**src/rtl/mips_pkg.sv**
```systemverilog
// mips_pkg: shared definitions for the MIPS core pipeline stages.
//   XLEN             - instruction and address width
//   NOP              - encoding used to fill a flushed pipeline register
//   RESET_PC_DEFAULT - default byte address the PC starts from after reset
//   fetch_state_t    - fetch FSM states
package mips_pkg;

    localparam int XLEN = 32;

    localparam logic [XLEN-1:0] NOP              = 32'h0000_0000;
    localparam logic [XLEN-1:0] RESET_PC_DEFAULT = 32'h0000_0000;

    typedef enum logic {
        RUN   = 1'b0,
        FAULT = 1'b1
    } fetch_state_t;

endpackage

```
**src/rtl/fetch_stage_if.sv**
```systemverilog
// fetch_stage_if: instruction-memory bus between the fetch stage and imem.
//   imem_a  - word address driven by the fetch stage
//   imem_rd - instruction word returned combinationally by imem
// Modports: master (fetch stage side), slave (memory side).
interface fetch_stage_if
    import mips_pkg::*;
#(
    parameter int AW = 6
) ();

    logic [AW-1:0]   imem_a;
    logic [XLEN-1:0] imem_rd;

    modport master (output imem_a, input imem_rd);
    modport slave  (input imem_a, output imem_rd);

endinterface

```
**src/rtl/fetch_stage_if_id_reg.sv**
```systemverilog
// if_id_reg: generic pipeline register between two stages.
//   clk, reset       - clock and synchronous active-high reset
//   load             - capture the *_in values this cycle
//   flush            - invalidate the entry (valid=0, instr=NOP), pc fields hold
//   instr_in/pc_in/pcplus4_in - values captured on load
//   valid/instr/pc/pcplus4    - registered outputs
// Priority: reset > flush > load > hold.
module if_id_reg
    import mips_pkg::*;
(
    input  logic            clk,
    input  logic            reset,
    input  logic            load,
    input  logic            flush,
    input  logic [XLEN-1:0] instr_in,
    input  logic [XLEN-1:0] pc_in,
    input  logic [XLEN-1:0] pcplus4_in,
    output logic            valid,
    output logic [XLEN-1:0] instr,
    output logic [XLEN-1:0] pc,
    output logic [XLEN-1:0] pcplus4
);

    logic            valid_q,   valid_d;
    logic [XLEN-1:0] instr_q,   instr_d;
    logic [XLEN-1:0] pc_q,      pc_d;
    logic [XLEN-1:0] pcplus4_q, pcplus4_d;

    // A flush only kills the instruction; the pc fields are left alone so a
    // bubble still carries the address of the last real fetch.
    always_comb begin
        valid_d   = valid_q;
        instr_d   = instr_q;
        pc_d      = pc_q;
        pcplus4_d = pcplus4_q;
        if (flush) begin
            valid_d = 1'b0;
            instr_d = NOP;
        end else if (load) begin
            valid_d   = 1'b1;
            instr_d   = instr_in;
            pc_d      = pc_in;
            pcplus4_d = pcplus4_in;
        end
    end

    always_ff @(posedge clk) begin
        if (reset) begin
            valid_q   <= 1'b0;
            instr_q   <= NOP;
            pc_q      <= '0;
            pcplus4_q <= '0;
        end else begin
            valid_q   <= valid_d;
            instr_q   <= instr_d;
            pc_q      <= pc_d;
            pcplus4_q <= pcplus4_d;
        end
    end

    assign valid   = valid_q;
    assign instr   = instr_q;
    assign pc      = pc_q;
    assign pcplus4 = pcplus4_q;

endmodule

```
**src/rtl/fetch_stage.sv**
```systemverilog
// fetch_stage: instruction-fetch stage of the MIPS core.
//   clk, reset      - clock and synchronous active-high reset
//   stall           - hold PC and IF/ID
//   redirect_valid  - branch/jump taken; redirect_pc is the target byte address
//   imem            - imem bus (master): word address out, instruction in
//   pc              - current fetch PC
//   if_id_*         - IF/ID pipeline register contents for decode
//   fetch_fault     - sticky fault; fetch halted until reset
module fetch_stage
    import mips_pkg::*;
#(
    parameter logic [31:0] RESET_PC = RESET_PC_DEFAULT,
    parameter int          IMEM_AW  = 6
) (
    input  logic                  clk,
    input  logic                  reset,
    input  logic                  stall,
    input  logic                  redirect_valid,
    input  logic [XLEN-1:0]       redirect_pc,
    fetch_stage_if.master         imem,
    output logic [XLEN-1:0]       pc,
    output logic                  if_id_valid,
    output logic [XLEN-1:0]       if_id_instr,
    output logic [XLEN-1:0]       if_id_pc,
    output logic [XLEN-1:0]       if_id_pcplus4,
    output logic                  fetch_fault
);

    // The low two bits are cleared so even a misaligned parameter can never
    // put a misaligned value into the PC.
    localparam logic [XLEN-1:0] RESET_PC_ALIGNED = {RESET_PC[XLEN-1:2], 2'b00};

    fetch_state_t    state_q, state_d;
    logic [XLEN-1:0] pc_q, pc_d;
    logic [XLEN-1:0] pc_plus4;
    logic            oor;
    logic            ifid_load;
    logic            ifid_flush;

    assign pc_plus4 = pc_q + 32'd4;

    // Any set bit above the imem word range means the PC is outside imem.
    assign oor = (pc_q[XLEN-1:IMEM_AW+2] != '0);

    // Next-state and control: redirect beats stall, stall beats the range
    // check, and FAULT is only left through reset.
    always_comb begin
        state_d    = state_q;
        pc_d       = pc_q;
        ifid_load  = 1'b0;
        ifid_flush = 1'b0;
        unique case (state_q)
            RUN: begin
                if (redirect_valid) begin
                    ifid_flush = 1'b1;
                    if (redirect_pc[1:0] != 2'b00) begin
                        state_d = FAULT;
                    end else begin
                        pc_d = redirect_pc;
                    end
                end else if (stall) begin
                    pc_d = pc_q;
                end else if (oor) begin
                    state_d    = FAULT;
                    ifid_flush = 1'b1;
                end else begin
                    ifid_load = 1'b1;
                    pc_d      = pc_plus4;
                end
            end
            FAULT: begin
                ifid_flush = 1'b1;
            end
            default: begin
                state_d    = FAULT;
                ifid_flush = 1'b1;
            end
        endcase
    end

    always_ff @(posedge clk) begin
        if (reset) begin
            state_q <= RUN;
            pc_q    <= RESET_PC_ALIGNED;
        end else begin
            state_q <= state_d;
            pc_q    <= pc_d;
        end
    end

    if_id_reg u_if_id_reg (
        .clk        (clk),
        .reset      (reset),
        .load       (ifid_load),
        .flush      (ifid_flush),
        .instr_in   (imem.imem_rd),
        .pc_in      (pc_q),
        .pcplus4_in (pc_plus4),
        .valid      (if_id_valid),
        .instr      (if_id_instr),
        .pc         (if_id_pc),
        .pcplus4    (if_id_pcplus4)
    );

    assign imem.imem_a = pc_q[IMEM_AW+1:2];
    assign pc          = pc_q;
    assign fetch_fault = (state_q == FAULT);

endmodule

```
**src/flat_wrapper.sv**
```systemverilog
// flat-port wrapper written by rule: the top's interface ports become plain ports
module fetch_stage_flat import mips_pkg::*;
#(
    parameter logic [31:0] RESET_PC = RESET_PC_DEFAULT,
    parameter int          IMEM_AW  = 6
)
  (clk, reset, stall, redirect_valid, redirect_pc, pc, if_id_valid, if_id_instr, if_id_pc, if_id_pcplus4, fetch_fault, imem_imem_a, imem_imem_rd);
  fetch_stage_if #(.AW(6)) imem_i ();
  input  logic clk;
  input  logic reset;
  input  logic stall;
  input  logic redirect_valid;
  input  logic [XLEN-1:0] redirect_pc;
  output logic [XLEN-1:0] pc;
  output logic if_id_valid;
  output logic [XLEN-1:0] if_id_instr;
  output logic [XLEN-1:0] if_id_pc;
  output logic [XLEN-1:0] if_id_pcplus4;
  output logic fetch_fault;
  output wire logic [$bits(imem_i.imem_a)-1:0] imem_imem_a;
  input wire logic [$bits(imem_i.imem_rd)-1:0] imem_imem_rd;
  assign imem_imem_a = imem_i.imem_a;
  assign imem_i.imem_rd = imem_imem_rd;
  fetch_stage #(.RESET_PC(RESET_PC), .IMEM_AW(IMEM_AW)) u_core (.clk(clk), .reset(reset), .stall(stall), .redirect_valid(redirect_valid), .redirect_pc(redirect_pc), .imem(imem_i), .pc(pc), .if_id_valid(if_id_valid), .if_id_instr(if_id_instr), .if_id_pc(if_id_pc), .if_id_pcplus4(if_id_pcplus4), .fetch_fault(fetch_fault));
endmodule
```
**config.mk**
```make
export PLATFORM = sky130hd
export DESIGN_NAME = fetch_stage_flat
export DESIGN_NICKNAME = d
export VERILOG_FILES = /design/src/rtl/mips_pkg.sv /design/src/rtl/fetch_stage_if.sv /design/src/rtl/fetch_stage_if_id_reg.sv /design/src/rtl/fetch_stage.sv /design/src/flat_wrapper.sv
export SDC_FILE = /design/constraint.sdc
export NUM_CORES = 1
export LEC_CHECK = 0
export BUFFER_PORTS_ARGS = -buffer_cell sky130_fd_sc_hd__buf_4
export CAP_MARGIN = 20
export CORE_MARGIN = 1
export CORE_UTILIZATION = 45
export CTS_CLUSTER_DIAMETER = 120
export DETAILED_ROUTE_END_ITERATION = 16
export PLACE_DENSITY = 0.76
export RECOVER_POWER = 50
export REMOVE_ABC_BUFFERS = 1
export SLEW_MARGIN = 25
export SYNTH_ARGS = -nofsm -noshare
export SYNTH_HDL_FRONTEND = slang
export SYNTH_SLANG_ARGS = --single-unit
```
**constraint.sdc**
```tcl
create_clock -name clk -period 2 [get_ports clk]
set_input_delay 0.1 -clock clk [delete_from_list [all_inputs] [get_ports clk]]
set_output_delay 0.1 -clock clk [all_outputs]
set_load 0.02 [all_outputs]
```
==> reports/results.txt <==
die width = 104 um
nets = 869
most instantiated cells after synthesis = dfxtp_1 (128), nand2_1 (121), and3_1 (53), a21oi_1 (48), clkbuf_1 (24)
Post-route DRC = 0
layout cell share with drive strength beyond 1 = 20.7%
Post-synth EDFFs = 0
number of CTS-inserted buffers = 17
Sink Count = 128
largest net degree at the start of global routing = 68
vias per cell = 5.18
Final period util = 94.9%
Worst setup EP type = flip-flop
GRT met3 Usage = 7.33%
Setup-failing EPs final = 0
DP Cell Count = 843
Worst-path clk slew = 70 ps
flop2flop setup slack = 100 ps
DRT iter0 DRCs = 198
Fillers = 815
largest cells by area after synthesis = dfxtp_1 (54%), nand2_1 (9.6%), and3_1 (7.0%)
Avg WL per Cell = 15.8 um
Cell variety after synth = 45
total number of vias = 4904
gpl congestion = 0.921
I/O pin total = 204
final instance area = 0.00724 mm2
GR Util All Layers = 27.5%
Critical Path Start Type = flip-flop
PwrDens = 878 mW/mm2
layer carrying the most global-route usage = met2
fin. max-slew vios = 0
Slew headroom = 52.5%
Core Area = 0.00995 mm2
H-tree depth = 4
first-pass GRT wire length = 23800 um
ANT nets after route = 0
Area Growth Syn to Fin = 53.6%
overall routed net length = 15000 um
Detailed Routing Iterations Pass 1 = 5
ant diodes = 0
cell taking the most area after synthesis = dfxtp_1
outcome = completed
yosys warns = 0
Max-Cap Viols = 0
Main synth FF type = dfxtp_1
Post-synth ARST share = 0%
Hold Crit Start = reset
M1 GR Usage = 30.9%
Hold Crit Depth = 4
Site Rows = 36
highest clock rate = 527 MHz
die height = 104 um
IO Port Bufs = 203
Tmin final = 1900 ps
share of the synthesized area in the top cell type = 54.4%
vias in the first global route = 4960
Post-Syn Area = 0.00471 mm2
Avg Inst Size Synth = 8.89 um2
HP Class = in2reg
final hold violations = 0
met2 usage = 48.4%
setup TNS = 0 ps
clk root buf = clkbuf_8
worst-path fanout max = 33
WP data required = 2450 ps
area post-placement = 0.00641 mm2
initial core utilization = 47.3%
clk buf depth = 2
LEAKAGE = 2.87 nW
Worst EP arrival = 2350 ps
Setup Crit Path Kind = reg2reg
Die Area = 0.0109 mm2
Worst Hold Path EP = u_core.pc[18]
Final Util = 72.7%
RR Endpoint = u_core.u_if_id_reg.instr[6]
non-filler instance count after layout = 946
global route overflow = 0
initial antenna violation count = 0
worst reg2reg startpoint = u_core.pc[21]
Clk Latency, worst-skew pair = 530 ps
Worst R2R Path Depth = 6
Synth Register Bits = 128
DP HPWL = 9060 um
cell with the most instances after synthesis = dfxtp_1
worst slew pin tran = 711 ps
Final Skew = 11.2 ps
register area share after synthesis = 54.4%
Cells after Synth = 530
Max IR drop VDD = 0.446 mV
CTS tree = built
cell families (layout without fill, tap and decap cells):
kind of cell    count (synthesis)  after routing  synth area share, %
simple gates                  239            239                 24.3
flops                         128            128                 54.4
compound gates                103            103                 14.3
buf+inv                        54            337                 5.76
xor+xnor                        4              4                0.743
fa+ha+maj                       1              1                0.265
mux                             1              1                0.212
critical path, stage by stage, from the launching register on:
cell and delay, ps:
dfxtp_1 330, nor4_1 420, and4_1 360, and3_1 260, o211ai_4 100, buf_12 190, a21oi_1 150
final cells by class:
class | count | area, um2 | area share [%]
tap | 133 | 166 | 2.30
clock buffer | 18 | 428 | 5.91
clock inverter | 14 | 143 | 1.97
timing repair buffer | 303 | 1990 | 27.5
inverter | 2 | 7.51 | 0.104
multi-input combinational | 348 | 1940 | 26.8
sequential | 128 | 2560 | 35.4
where the power goes:
part | internal [mW] | switching, mW
registers | 2.59 | 0.0333
clock network | 1.72 | 1.23
logic | 0.337 | 0.437
routing by layer:
layer / wire length (um) / vias up
li1: - / 2360
met1: 6140 / 2301
met2: 7580 / 210
met3: 920 / 33
met4: 347 / 0
met5: 0 / -
state kept, by name (all words and copies together) (netlist names):
name / flops
u_core.u_if_id_reg.valid: 1
u_core.u_if_id_reg.pc: 32
u_core.u_if_id_reg.instr: 32
u_core.u_if_id_reg.pcplus4: 30
u_core.pc: 32
u_core.fetch_fault: 1
what timing repair did:
item,CTS,global route
endpoints found under the setup margin,11,17
pin swaps,0,1
resized for setup,2,4
hold buffers,70,0
endpoints found under the hold margin,63,0
gates cloned,0,0
buffers inserted,0,1
placed cells by master, fill, tap and decap left out, drive strengths merged, types with 2 or more instances in the layout:
cell,instances
clkbuf,147
dfxtp,128
nand2,121
buf,104
dlygate4sd3,70
a21oi,67
and3,54
nand3,21
nor2,19
inv,11
o21ai,9
nor4,8
a211oi,5
a22oi,4
a31oi,4
nor3,3
nand4,3
o31ai,3
clkinvlp,3
o32ai,3
xor2,2
xnor2,2
nand2b,2
a311oi,2
or3,2
a22o,2
nor4b,2
or4,2
worst max-delay path by stage:
| stage | from | to | slack (ps) | cells after the start |
|---|---|---|---|---|
| floorplan | u_core.fetch_fault | u_core.pc[16] | -1430 | 3 |
| global placement | u_core.pc[21] | u_core.pc[8] | -9 | 6 |
| detailed placement | u_core.pc[11] | u_core.pc[6] | -120 | 5 |
| CTS | u_core.fetch_fault | u_core.pc[29] | 30 | 5 |
| global route | u_core.pc[21] | u_core.u_if_id_reg.instr[31] | -3 | 6 |
| finish | u_core.pc[21] | u_core.u_if_id_reg.instr[6] | 100 | 6 |
stage by stage:
stage | hold slack (ps) | power (mW) | setup slack, ps
after CTS | 11.1 | 6.39 | 33.4
final | 39.4 | 6.35 | 101
after detailed placement | 358 | 3.35 | -121
after global routing | 36.0 | 6.57 | -2.54
after floorplan | 169 | 2.98 | -1430
after global placement | 347 | 3.33 | -9.19
No activity file was read; power rests on OpenSTA's default activity.
